### config.mk
export PLATFORM = sky130hd
export DESIGN_NAME = mc_ctrl_ext
export DESIGN_NICKNAME = d
export VERILOG_FILES = /design/src/rtl/mc_ctrl_ext.sv
export SDC_FILE = /design/constraint.sdc
export NUM_CORES = 1
export LEC_CHECK = 0
export BUFFER_PORTS_ARGS = -buffer_cell sky130_fd_sc_hd__buf_2
export CORE_UTILIZATION = 37
export DETAILED_ROUTE_END_ITERATION = 16
export PLACE_DENSITY = 0.63
export SYNTH_ARGS = -nofsm -noshare
export SYNTH_HDL_FRONTEND = slang
export SYNTH_SLANG_ARGS = --single-unit
export TNS_END_PERCENT = 1
### constraint.sdc
create_clock -name clk -period 1.7 [get_ports clk]
set_clock_uncertainty 0.15 [all_clocks]
set_input_delay 0.085 -clock clk [delete_from_list [all_inputs] [get_ports clk]]
set_output_delay 0.085 -clock clk [all_outputs]
set_load 0.02 [all_outputs]
### src/rtl/mc_ctrl_ext.sv
// -----------------------------------------------------------------------------
// mc_ctrl_ext
//
// Multicycle MIPS control unit. It is a Moore FSM with op/funct decode that
// steers the PC, IR, register file, ALU and unified memory of the multicycle
// datapath. On top of the base controller it provides:
//   - optional memory wait states via mem_ready (FETCH, MEMRD, MEMWR),
//   - optional extended opcodes ANDI, ORI, SLTI, BNE and JAL,
//   - internal PC-enable generation (fetch/jump or taken branch),
//   - a one-cycle illegal-instruction pulse from DECODE,
//   - a wrapping retired-instruction counter.
//
// Parameters
//   MEM_WAIT   1 = honour mem_ready, 0 = treat mem_ready as always 1
//   EXT_OPS    1 = ANDI/ORI/SLTI/BNE/JAL legal, 0 = they decode as illegal
//   CNT_W      width of the retired counter
//
// Ports
//   clk, reset           clock (rising edge), asynchronous active-high reset
//   op, funct            IR[31:26], IR[5:0]
//   zero                 ALU zero flag
//   mem_ready            memory access completes this cycle
//   pcen                 PC load enable
//   irwrite/memwrite/regwrite  datapath write enables
//   iord                 0 = PC addresses memory, 1 = ALUOut
//   alusrca              0 = PC, 1 = A
//   alusrcb              00 = B, 01 = 4, 10 = immext, 11 = signimm<<2
//   zeroext              1 = zero-extend immediate
//   regdst               00 = rt, 01 = rd, 10 = r31
//   memtoreg             00 = ALUOut, 01 = mem data, 10 = PC
//   pcsrc                00 = ALU result, 01 = ALUOut, 10 = jump target
//   alucontrol           010 add, 110 sub, 000 and, 001 or, 111 slt
//   illegal              unsupported op/funct decoded (one-cycle pulse)
//   retired              completed instruction count
// -----------------------------------------------------------------------------
module mc_ctrl_ext #(
    parameter int MEM_WAIT = 1,
    parameter int EXT_OPS  = 1,
    parameter int CNT_W    = 32
) (
    input  logic             clk,
    input  logic             reset,
    input  logic [5:0]       op,
    input  logic [5:0]       funct,
    input  logic             zero,
    input  logic             mem_ready,
    output logic             pcen,
    output logic             irwrite,
    output logic             memwrite,
    output logic             regwrite,
    output logic             iord,
    output logic             alusrca,
    output logic [1:0]       alusrcb,
    output logic             zeroext,
    output logic [1:0]       regdst,
    output logic [1:0]       memtoreg,
    output logic [1:0]       pcsrc,
    output logic [2:0]       alucontrol,
    output logic             illegal,
    output logic [CNT_W-1:0] retired
);

    localparam logic [3:0] S_FETCH   = 4'd0;
    localparam logic [3:0] S_DECODE  = 4'd1;
    localparam logic [3:0] S_MEMADR  = 4'd2;
    localparam logic [3:0] S_MEMRD   = 4'd3;
    localparam logic [3:0] S_MEMWB   = 4'd4;
    localparam logic [3:0] S_MEMWR   = 4'd5;
    localparam logic [3:0] S_RTYPEEX = 4'd6;
    localparam logic [3:0] S_RTYPEWB = 4'd7;
    localparam logic [3:0] S_BREX    = 4'd8;
    localparam logic [3:0] S_IMMEX   = 4'd9;
    localparam logic [3:0] S_IMMWB   = 4'd10;
    localparam logic [3:0] S_JEX     = 4'd11;
    localparam logic [3:0] S_JALEX   = 4'd12;

    localparam logic [5:0] OP_RTYPE = 6'h00;
    localparam logic [5:0] OP_J     = 6'h02;
    localparam logic [5:0] OP_JAL   = 6'h03;
    localparam logic [5:0] OP_BEQ   = 6'h04;
    localparam logic [5:0] OP_BNE   = 6'h05;
    localparam logic [5:0] OP_ADDI  = 6'h08;
    localparam logic [5:0] OP_SLTI  = 6'h0A;
    localparam logic [5:0] OP_ANDI  = 6'h0C;
    localparam logic [5:0] OP_ORI   = 6'h0D;
    localparam logic [5:0] OP_LW    = 6'h23;
    localparam logic [5:0] OP_SW    = 6'h2B;

    localparam logic [2:0] ALU_ADD = 3'b010;
    localparam logic [2:0] ALU_SUB = 3'b110;
    localparam logic [2:0] ALU_AND = 3'b000;
    localparam logic [2:0] ALU_OR  = 3'b001;
    localparam logic [2:0] ALU_SLT = 3'b111;

    localparam bit WAIT_EN = (MEM_WAIT != 0);
    localparam bit EXT_EN  = (EXT_OPS != 0);

    logic [3:0]       state_q, state_d;
    logic [CNT_W-1:0] retired_q, retired_d;

    logic rdy;
    logic retireEvt;
    logic pcenRaw, irwriteRaw, memwriteRaw, regwriteRaw, illegalRaw;

    logic isLw, isSw, isRtype, isBeq, isBne, isAddi, isAndi, isOri, isSlti, isJ, isJal;
    logic functLegal;
    logic [2:0] rtypeAlu;

    // Opcode decode; extended opcodes only count as recognised when enabled,
    // so with EXT_OPS=0 they simply fall through to the illegal path.
    assign isLw    = (op == OP_LW);
    assign isSw    = (op == OP_SW);
    assign isRtype = (op == OP_RTYPE);
    assign isBeq   = (op == OP_BEQ);
    assign isBne   = (op == OP_BNE)  && EXT_EN;
    assign isAddi  = (op == OP_ADDI);
    assign isAndi  = (op == OP_ANDI) && EXT_EN;
    assign isOri   = (op == OP_ORI)  && EXT_EN;
    assign isSlti  = (op == OP_SLTI) && EXT_EN;
    assign isJ     = (op == OP_J);
    assign isJal   = (op == OP_JAL)  && EXT_EN;

    // With wait states disabled the memory is treated as always ready.
    assign rdy = mem_ready | ~WAIT_EN;

    // R-type funct decode: legality flag plus the ALU operation to use.
    always_comb begin
        functLegal = 1'b1;
        rtypeAlu   = ALU_ADD;
        case (funct)
            6'h20:   rtypeAlu = ALU_ADD;
            6'h22:   rtypeAlu = ALU_SUB;
            6'h24:   rtypeAlu = ALU_AND;
            6'h25:   rtypeAlu = ALU_OR;
            6'h2A:   rtypeAlu = ALU_SLT;
            default: functLegal = 1'b0;
        endcase
    end

    // Next-state and output decode. Everything defaults to 0 with the ALU on
    // add; unused state codes 13-15 fall into the default branch and return
    // to FETCH with no enables. retireEvt marks transitions into FETCH that
    // complete an instruction.
    always_comb begin
        state_d     = S_FETCH;
        retireEvt   = 1'b0;
        pcenRaw     = 1'b0;
        irwriteRaw  = 1'b0;
        memwriteRaw = 1'b0;
        regwriteRaw = 1'b0;
        illegalRaw  = 1'b0;
        iord        = 1'b0;
        alusrca     = 1'b0;
        alusrcb     = 2'b00;
        zeroext     = 1'b0;
        regdst      = 2'b00;
        memtoreg    = 2'b00;
        pcsrc       = 2'b00;
        alucontrol  = ALU_ADD;
        case (state_q)
            S_FETCH: begin
                alusrcb    = 2'b01;
                irwriteRaw = rdy;
                pcenRaw    = rdy;
                state_d    = rdy ? S_DECODE : S_FETCH;
            end
            S_DECODE: begin
                alusrcb = 2'b11;
                if (isLw || isSw) begin
                    state_d = S_MEMADR;
                end else if (isRtype && functLegal) begin
                    state_d = S_RTYPEEX;
                end else if (isBeq || isBne) begin
                    state_d = S_BREX;
                end else if (isAddi || isAndi || isOri || isSlti) begin
                    state_d = S_IMMEX;
                end else if (isJ) begin
                    state_d = S_JEX;
                end else if (isJal) begin
                    state_d = S_JALEX;
                end else begin
                    // PC was already advanced in FETCH, so dropping back acts as a NOP.
                    illegalRaw = 1'b1;
                    state_d    = S_FETCH;
                end
            end
            S_MEMADR: begin
                alusrca = 1'b1;
                alusrcb = 2'b10;
                state_d = isLw ? S_MEMRD : S_MEMWR;
            end
            S_MEMRD: begin
                iord    = 1'b1;
                state_d = rdy ? S_MEMWB : S_MEMRD;
            end
            S_MEMWB: begin
                regwriteRaw = 1'b1;
                memtoreg    = 2'b01;
                retireEvt   = 1'b1;
            end
            S_MEMWR: begin
                // Address and data stay put while the write is held pending rdy.
                iord        = 1'b1;
                memwriteRaw = 1'b1;
                state_d     = rdy ? S_FETCH : S_MEMWR;
                retireEvt   = rdy;
            end
            S_RTYPEEX: begin
                alusrca    = 1'b1;
                alucontrol = rtypeAlu;
                state_d    = S_RTYPEWB;
            end
            S_RTYPEWB: begin
                regwriteRaw = 1'b1;
                regdst      = 2'b01;
                retireEvt   = 1'b1;
            end
            S_BREX: begin
                alusrca    = 1'b1;
                alucontrol = ALU_SUB;
                pcsrc      = 2'b01;
                pcenRaw    = isBne ? ~zero : zero;
                retireEvt  = 1'b1;
            end
            S_IMMEX: begin
                alusrca = 1'b1;
                alusrcb = 2'b10;
                state_d = S_IMMWB;
                if (isAndi) begin
                    alucontrol = ALU_AND;
                    zeroext    = 1'b1;
                end else if (isOri) begin
                    alucontrol = ALU_OR;
                    zeroext    = 1'b1;
                end else if (isSlti) begin
                    alucontrol = ALU_SLT;
                end
            end
            S_IMMWB: begin
                regwriteRaw = 1'b1;
                retireEvt   = 1'b1;
            end
            S_JEX: begin
                pcsrc     = 2'b10;
                pcenRaw   = 1'b1;
                retireEvt = 1'b1;
            end
            S_JALEX: begin
                // Link register receives the already-incremented PC.
                pcsrc       = 2'b10;
                pcenRaw     = 1'b1;
                regwriteRaw = 1'b1;
                regdst      = 2'b10;
                memtoreg    = 2'b10;
                retireEvt   = 1'b1;
            end
            default: begin
                state_d = S_FETCH;
            end
        endcase
    end

    // Retired counter wraps naturally at 2^CNT_W.
    always_comb begin
        retired_d = retired_q;
        if (retireEvt) begin
            retired_d = retired_q + CNT_W'(1);
        end
    end

    // State and counter registers; reset abandons any instruction in flight.
    always_ff @(posedge clk or posedge reset) begin
        if (reset) begin
            state_q   <= S_FETCH;
            retired_q <= '0;
        end else begin
            state_q   <= state_d;
            retired_q <= retired_d;
        end
    end

    // Side-effecting strobes are blocked combinationally while reset is high,
    // so nothing is written even within the cycle reset arrives.
    assign pcen     = pcenRaw     & ~reset;
    assign irwrite  = irwriteRaw  & ~reset;
    assign memwrite = memwriteRaw & ~reset;
    assign regwrite = regwriteRaw & ~reset;
    assign illegal  = illegalRaw  & ~reset;
    assign retired  = retired_q;

endmodule

==> flow_metrics.env, run 1 <==
export IMPL_status="finished with violations"
export IMPL_violations="negative setup slack"
export IMPL_syn_avg_cell_area_sq_um=8.98
export IMPL_synthesis_nets=261
export IMPL_p_total_w=0.00390
export IMPL_ir_drop_mv=1.01
export IMPL_io_pins=67
export IMPL_synthCells=244
export IMPL_period_needed_ns=2.01
export IMPL_die_h_um=79.0
export IMPL_synth_ff_type="dfrtp_1"
export IMPL_diodes=0
export IMPL_clock_fmax_mhz=497
export IMPL_synth_edf_count=0
export IMPL_place_gp_congestion=0.847
export IMPL_vias_per_cell=5.08
export IMPL_use_met2_pct=32.8
export IMPL_grt_overflow=0
export IMPL_worst_slack_ns=-0.311
export IMPL_cpMaxStageDelayCell="or3_4"
export IMPL_synthArstFlopShare_pct=100
export IMPL_cts_root_buf="clkbuf_8"
export IMPL_synthTopCellsByArea="dfrtp_1 (41%), xor2_1 (7.6%), xnor2_1 (5.6%)"
export IMPL_netlist_area_leader_share_pct=41.1
export IMPL_max_slew_worst_pin_slew_ns=0.451
export IMPL_totalWireLength_um=5880
export IMPL_p_int_w=0.00246
export IMPL_cts_num_sinks=36
export IMPL_crit_start="state_q[1]$_DFF_PP0_"
export IMPL_nets=386
export IMPL_clkTransAtPathRegs_ns=0.07
export IMPL_dp_hpwl_um=4370
export IMPL_yosys_area_top_type="dfrtp_1"
export IMPL_maxSlewHeadroom_pct=70.0
export IMPL_rsz0062_at_grt="yes"
export IMPL_critPathTopFamily="simple AND/OR/NAND/NOR gates"
export IMPL_clkLatencyLatePin_ns=0.29
export IMPL_hold_ws_ns=0.0562
export IMPL_slew_viol_final=0
export IMPL_routedWlPerCell_um=13.3
export IMPL_grt_pass1_vias=2109
export IMPL_numCtsBuffers=5
export IMPL_io_buffers=66
export IMPL_syn_cell_area_sq_um=2190
export IMPL_crit_required_ns=1.46
export IMPL_cp_max_fo=4
export IMPL_grt_total_usage_pct=19.2
export IMPL_synth_seq_area_share_pct=41.1
export IMPL_final_hold_viol_count=0
export IMPL_cp_num_buf_inv=1
export IMPL_remaining_drc_errors=0
export IMPL_antenna_found_initial=0
export IMPL_clk_path_buf_depth=2
export IMPL_std_cell_rows=27
export IMPL_cts_tree="yes"
export IMPL_htreeDepth=2
export IMPL_drt_first_iter_violations=93
export IMPL_synth_cell_type_count=48
export IMPL_first_pass_iters=4
export IMPL_grt_start_max_net_pins=37
export IMPL_path_cells="or2b_4 -> or3_4 -> nor3_4 -> a211o_1 -> buf_6"
export IMPL_place_worst_setup_slack_ns=-0.183
export IMPL_final_antenna_net_count=0
export IMPL_globalRouteMet1Util_pct=24.6
export IMPL_core_area_sq_um=5610
export IMPL_ys_warnings_count=0
export IMPL_hp_class="in -> reg"
export IMPL_min_from="op[4]"
export IMPL_drive_above_1_share_pct=48.4
export IMPL_tns_ns=-4.37
export IMPL_areaGrowthSynthToFinish_pct=53.8
export IMPL_power_leakage_nw=1.68
export IMPL_r2r_start="state_q[2]$_DFF_PP0_"
export IMPL_swShare_pct=36.9
export IMPL_finalCritPeriodShare_pct=118
export IMPL_drv_cap=0
export IMPL_pwr_share_clk_pct=20.9
export IMPL_yosysMostFrequentCell="dfrtp_1"
export IMPL_critPathMaxStageDelay_ns=0.43
export IMPL_power_switching_w=0.00144
export IMPL_grt_first_pass_wirelength_um=9470
export IMPL_startpoint_type="register"
export IMPL_dieArea_sq_um=6240
export IMPL_critPathCaptureType="primary output"
export IMPL_initial_utilization_pct=39.1
export IMPL_pwr_density_cell_nw_per_um2=1160
export IMPL_ys_ff_latch=36
export IMPL_critPathArrivalTime_ns=1.78
export IMPL_power_frac_seq_pct=26.7
export IMPL_worstSetupPathType="reg -> out"
export IMPL_gr_max_usage_layer="met2"
export IMPL_setup_viol=36
export IMPL_comb_power_share_pct=52.4
export IMPL_die_x_um=79.0
export IMPL_vias=2245
export IMPL_synth_common_cells="dfrtp_1 (36), nand2_1 (27), nor2_1 (22)"
export IMPL_met3_usage_pct=3.56
==> timing repair <==
item / CTS / global route
setup buffers: 2 / 0
endpoints found under the hold margin: 37 / 0
hold buffers: 2 / 0
pin swaps: 2 / 5
setup endpoints to repair: 40 / 50
gates resized for setup: 26 / 24
==> state kept, by name, summed over array words and instances, names as in the netlist <==
name,flops
retired,32
state_q,4
==> placed cells by master, fill, tap and decap left out, types with 3 or more instances in the layout <==
cell type,synthesis,routed
nand4_1,10,10
inv_1,8,8
dfrtp_1,36,29
buf_2,1,54
nand3_1,8,8
nor3_2,4,9
clkbuf_8,0,7
and3_1,3,3
nand2_1,27,26
xnor2_1,14,14
a21oi_1,7,6
nor3_1,12,6
nor2_1,22,18
dfrtp_2,0,7
nand2b_1,5,4
o21ai_0,8,5
nor4_1,6,4
nor2b_1,6,4
buf_6,1,6
xor2_1,19,19
buf_4,1,65
==> cell type report <==
cell class | count | area (sq um)
Fill cell | 487 | 2240
Multi-Input combinational cell | 191 | 1370
Sequential cell | 36 | 910
Timing Repair Buffer | 127 | 846
Clock buffer | 7 | 96.3
Tap cell | 72 | 90.1
Clock inverter | 1 | 30.0
Inverter | 8 | 30.0
==> logic make-up after synthesis <==
logic type / after synthesis / synth area share (%)
compound gates: 34 / 10.3
xor+xnor: 33 / 13.2
fa+ha+maj: 1 / 0.571
buf+inv: 17 / 3.48
flops: 36 / 41.1
mux: 3 / 1.48
simple gates: 120 / 29.9
==> power by group through the flow <==
stage               Sequential (W)  Clock (W)  Combinational (W)
floorplan                  0.00116          0           0.000827
global placement           0.00106          0            0.00168
detailed placement         0.00106          0            0.00170
CTS                        0.00103   0.000840            0.00189
global route               0.00105   0.000879            0.00219
finish                     0.00104   0.000815            0.00204
==> worst register-to-register path, delay by kind of cell, from the launching register on <==
| kind | cells | cell delay (ns) |
|---|---|---|
| xor+xnor | 1 | 0.16 |
| simple gates | 3 | 0.87 |
| buf+inv | 1 | 0.16 |
| compound gates | 1 | 0.07 |
| flops | 1 | 0.42 |
==> worst paths after layout <==
check,to,slack [ns],cells past startpoint
max,alucontrol[2],-0.31,5
max in group asynchronous,state_q[2]$_DFF_PP0_,0.67,4
min,state_q[0]$_DFF_PP0_,0.06,4
min reg2reg,retired[31]$_DFFE_PP0P_,0.31,1
max reg2reg,retired[24]$_DFFE_PP0P_,-0.20,6
min in group asynchronous,retired[24]$_DFFE_PP0P_,0.38,4
==> per-stage QoR <==
step / cell area (sq um) / instances / utilization, %
after floorplan: 2220 / 244 / -
after global placement: 3030 / 430 / 54.0
after detailed placement: 3030 / 430 / 54.0
after CTS: 3280 / 442 / 58.5
after global routing: 3370 / 442 / 60.1
final: 3370 / 442 / 60.1
==> metal layers <==
metal	vias up	share of wire, %
met5	-	0
met4	0	1.1
met3	8	4.1
met2	62	50
met1	1058	45
li1	1117	-
Note: power is estimated with default switching activity, not from simulation.
==> inputs of run 2 (changes only) <==
--- a/config.mk
+++ b/config.mk
@@ -5,10 +5,11 @@
 export SDC_FILE = /design/constraint.sdc
 export NUM_CORES = 1
 export LEC_CHECK = 0
+export ABC_AREA = 1
 export BUFFER_PORTS_ARGS = -buffer_cell sky130_fd_sc_hd__buf_2
 export CORE_UTILIZATION = 37
 export DETAILED_ROUTE_END_ITERATION = 16
-export PLACE_DENSITY = 0.63
+export PLACE_DENSITY = 0.61
 export SYNTH_ARGS = -nofsm -noshare
 export SYNTH_HDL_FRONTEND = slang
 export SYNTH_SLANG_ARGS = --single-unit
==> flow_metrics.env, run 2 <==
export IMPL_status="finished with violations"
export IMPL_violations="negative setup slack"
export IMPL_power_leakage_nw=2.01
export IMPL_clkTransAtPathRegs_ns=0.07
export IMPL_finalCritPeriodShare_pct=107
export IMPL_grt_pass1_vias=2809
export IMPL_cts_num_sinks=36
export IMPL_grt_overflow=0
export IMPL_rrSetupSlack_ns=-0.03
export IMPL_final_cell_mix="nand2_1 (197), nor2_1 (75), buf_2 (57)"
export IMPL_endpoint="pcen"
export IMPL_post_route_util_pct=52.3
export IMPL_io_pins=67
export IMPL_worst_slack_ns=-0.118
export IMPL_hold_ws_ns=0.00927
export IMPL_cts_tree="yes"
export IMPL_netlist_area_leader_share_pct=31.9
export IMPL_remaining_drc_errors=0
export IMPL_place_gp_congestion=0.908
export IMPL_synth_top_family_by_area="simple AND/OR/NAND/NOR gates"
export IMPL_critPathMaxStageDelay_ns=0.49
export IMPL_totalWireLength_um=8590
export IMPL_startpoint_type="register"
export IMPL_antenna_found_initial=0
export IMPL_clkLatencyLatePin_ns=0.30
export IMPL_final_antenna_net_count=0
export IMPL_cts_root_buf="clkbuf_8"
export IMPL_slew_viol_final=0
export IMPL_initial_utilization_pct=38.5
export IMPL_grt_first_pass_wirelength_um=13200
export IMPL_yosysMostFrequentCell="nand2_1"
export IMPL_drv_cap=0
export IMPL_crit_path_frequent_cell="nor2_4"
export IMPL_dp_hpwl_um=6220
export IMPL_final_common_cell="nand2_1"
export IMPL_max_slew_worst_pin_slew_ns=0.327
export IMPL_core_area_sq_um=7330
export IMPL_clock_fmax_mhz=550
export IMPL_synth_seq_area_share_pct=31.9
export IMPL_worstRegToRegCells=10
export IMPL_io_buffers=66
export IMPL_nets=593
export IMPL_ir_drop_mv=0.422
export IMPL_synth_compound_area_share_pct=4.61
export IMPL_die_h_um=89.4
export IMPL_worstSetupPathType="reg -> out"
export IMPL_maxSlewHeadroom_pct=78.2
export IMPL_die_x_um=89.4
export IMPL_numCtsBuffers=5
export IMPL_synth_common_cells="nand2_1 (205), nor2_1 (91), inv_1 (43)"
export IMPL_crit_required_ns=1.46
export IMPL_rsz0062_at_grt="yes"
export IMPL_ys_ff_latch=36
export IMPL_grt_start_max_net_pins=24
export IMPL_synthCells=476
export IMPL_synthArstFlopShare_pct=100
export IMPL_vias=3274
export IMPL_synthTopCellsByArea="dfrtp_1 (32%), nand2_1 (27%), nor2_1 (12%)"
export IMPL_final_hold_viol_count=0
export IMPL_syn_cell_area_sq_um=2820
export IMPL_diodes=0
export IMPL_critPathArrivalTime_ns=1.58
export IMPL_yosys_area_top_type="dfrtp_1"
export IMPL_synthXorXnorAreaFrac_pct=3.10
export IMPL_clk_path_buf_depth=2
export IMPL_regToRegEndpoint="retired[5]$_DFFE_PP0P_"
export IMPL_drive_above_1_share_pct=28.6
export IMPL_dieArea_sq_um=7990
export IMPL_drt_first_iter_violations=165
export IMPL_cp_max_fo=7
export IMPL_syn_avg_cell_area_sq_um=5.93
export IMPL_routedWlPerCell_um=12.7
export IMPL_vias_per_cell=4.84
export IMPL_ys_warnings_count=0
export IMPL_synthesis_nets=493
export IMPL_r2r_start="state_q[2]$_DFF_PP0_"
export IMPL_areaGrowthSynthToFinish_pct=35.7
export IMPL_critPathCaptureType="primary output"
export IMPL_hp_class="in -> reg"
export IMPL_crit_start="state_q[1]$_DFF_PP0_"
export IMPL_std_cell_rows=31
export IMPL_synth_ff_type="dfrtp_1"
export IMPL_yosys_area_share_simple_pct=51.1
export IMPL_synth_cell_type_count=25
export IMPL_setup_viol=17
export IMPL_synth_adder_area_share_pct=0.443
export IMPL_largest_reg_flops=32
export IMPL_path_cells="nor2_4 -> nand2_4 -> nor2_4 -> a21oi_2 -> a31oi_1 -> buf_2"
export IMPL_first_pass_iters=5
export IMPL_grt_total_usage_pct=21.7
export IMPL_cpMaxStageDelayCell="dfrtp_2"
export IMPL_synth_edf_count=0
export IMPL_htreeDepth=2
export IMPL_synth_area_mux_share_pct=0
export IMPL_period_needed_ns=1.82
export IMPL_pwr_density_cell_nw_per_um2=811
run 2: per-layer routing:
metal	vias up	track usage (%)	wire length, um
met5	-	0	0
met1	1481	30.4	4140
met4	0	6.35	86
met2	109	34.4	3950
li1	1674	-	-
met3	10	3.14	411
run 2: worst min path at each step:
stage / slack [ns] / cells after the start / from / to
3_5_place_dp: 0.15 / 3 / reset / state_q[1]$_DFF_PP0_
6_report: 0.009 / 4 / op[3] / state_q[1]$_DFF_PP0_
4_1_cts: 0.004 / 4 / op[3] / state_q[1]$_DFF_PP0_
5_1_grt: 0.03 / 4 / op[3] / state_q[1]$_DFF_PP0_
2_1_floorplan: 0.09 / 2 / op[3] / state_q[2]$_DFF_PP0_
3_3_place_gp: 0.15 / 3 / reset / state_q[1]$_DFF_PP0_
run 2: kinds of logic (layout without fill, tap and decap cells):
group | after synthesis | after routing
xor gates and xnor gates | 10 | 10
buffers and inverters | 56 | 157
AOI/OAI and AO/OA | 25 | 25
and+or+nand+nor | 348 | 348
adders and majority gates | 1 | 1
DFF | 36 | 36
run 2: critical path: cells and delay by family (launching register included):
family | cells | cell delay (ns)
flops | 1 | 0.49
simple gates | 3 | 0.40
buf+inv | 1 | 0.18
compound gates | 2 | 0.21
run 2: timing repair:
| item | CTS | global route |
|---|---|---|
| setup endpoints to repair | 9 | 46 |
| resized for setup | 33 | 50 |
| buffers inserted | 6 | 4 |
| pin swaps | 7 | 12 |
| hold endpoints to repair | 37 | 0 |
| hold buffers | 2 | 0 |
run 2: area by class of cell:
class / count / area (sq um)
Timing Repair Buffer: 100 / 659
Clock buffer: 6 / 82.6
Inverter: 49 / 201
Sequential cell: 36 / 913
Multi-Input combinational cell: 384 / 1840
Fill cell: 738 / 3500
Tap cell: 99 / 124
Clock inverter: 2 / 10.0
run 2: metrics by stage:
| stage | std cells | TNS, ns | setup WS [ns] | cell area, sq um | total power [W] |
|---|---|---|---|---|---|
| after floorplan | 476 | -0.0458 | -0.0458 | 2830 | 0.00177 |
| after global placement | 656 | 0 | 0.0138 | 3390 | 0.00211 |
| after detailed placement | 656 | -0.0194 | -0.0194 | 3390 | 0.00212 |
| after CTS | 672 | -0.184 | -0.0632 | 3640 | 0.00290 |
| after global routing | 676 | -3.85 | -0.156 | 3830 | 0.00329 |
| final | 676 | -0.636 | -0.118 | 3830 | 0.00311 |
run 2: power by group:
group / total [W] / internal (W) / switching, W
Combinational: 0.00141 / 0.000538 / 0.000867
Clock: 0.000652 / 0.000324 / 0.000328
Sequential: 0.00105 / 0.000941 / 0.000108
Total: 0.00311 / 0.00180 / 0.00130
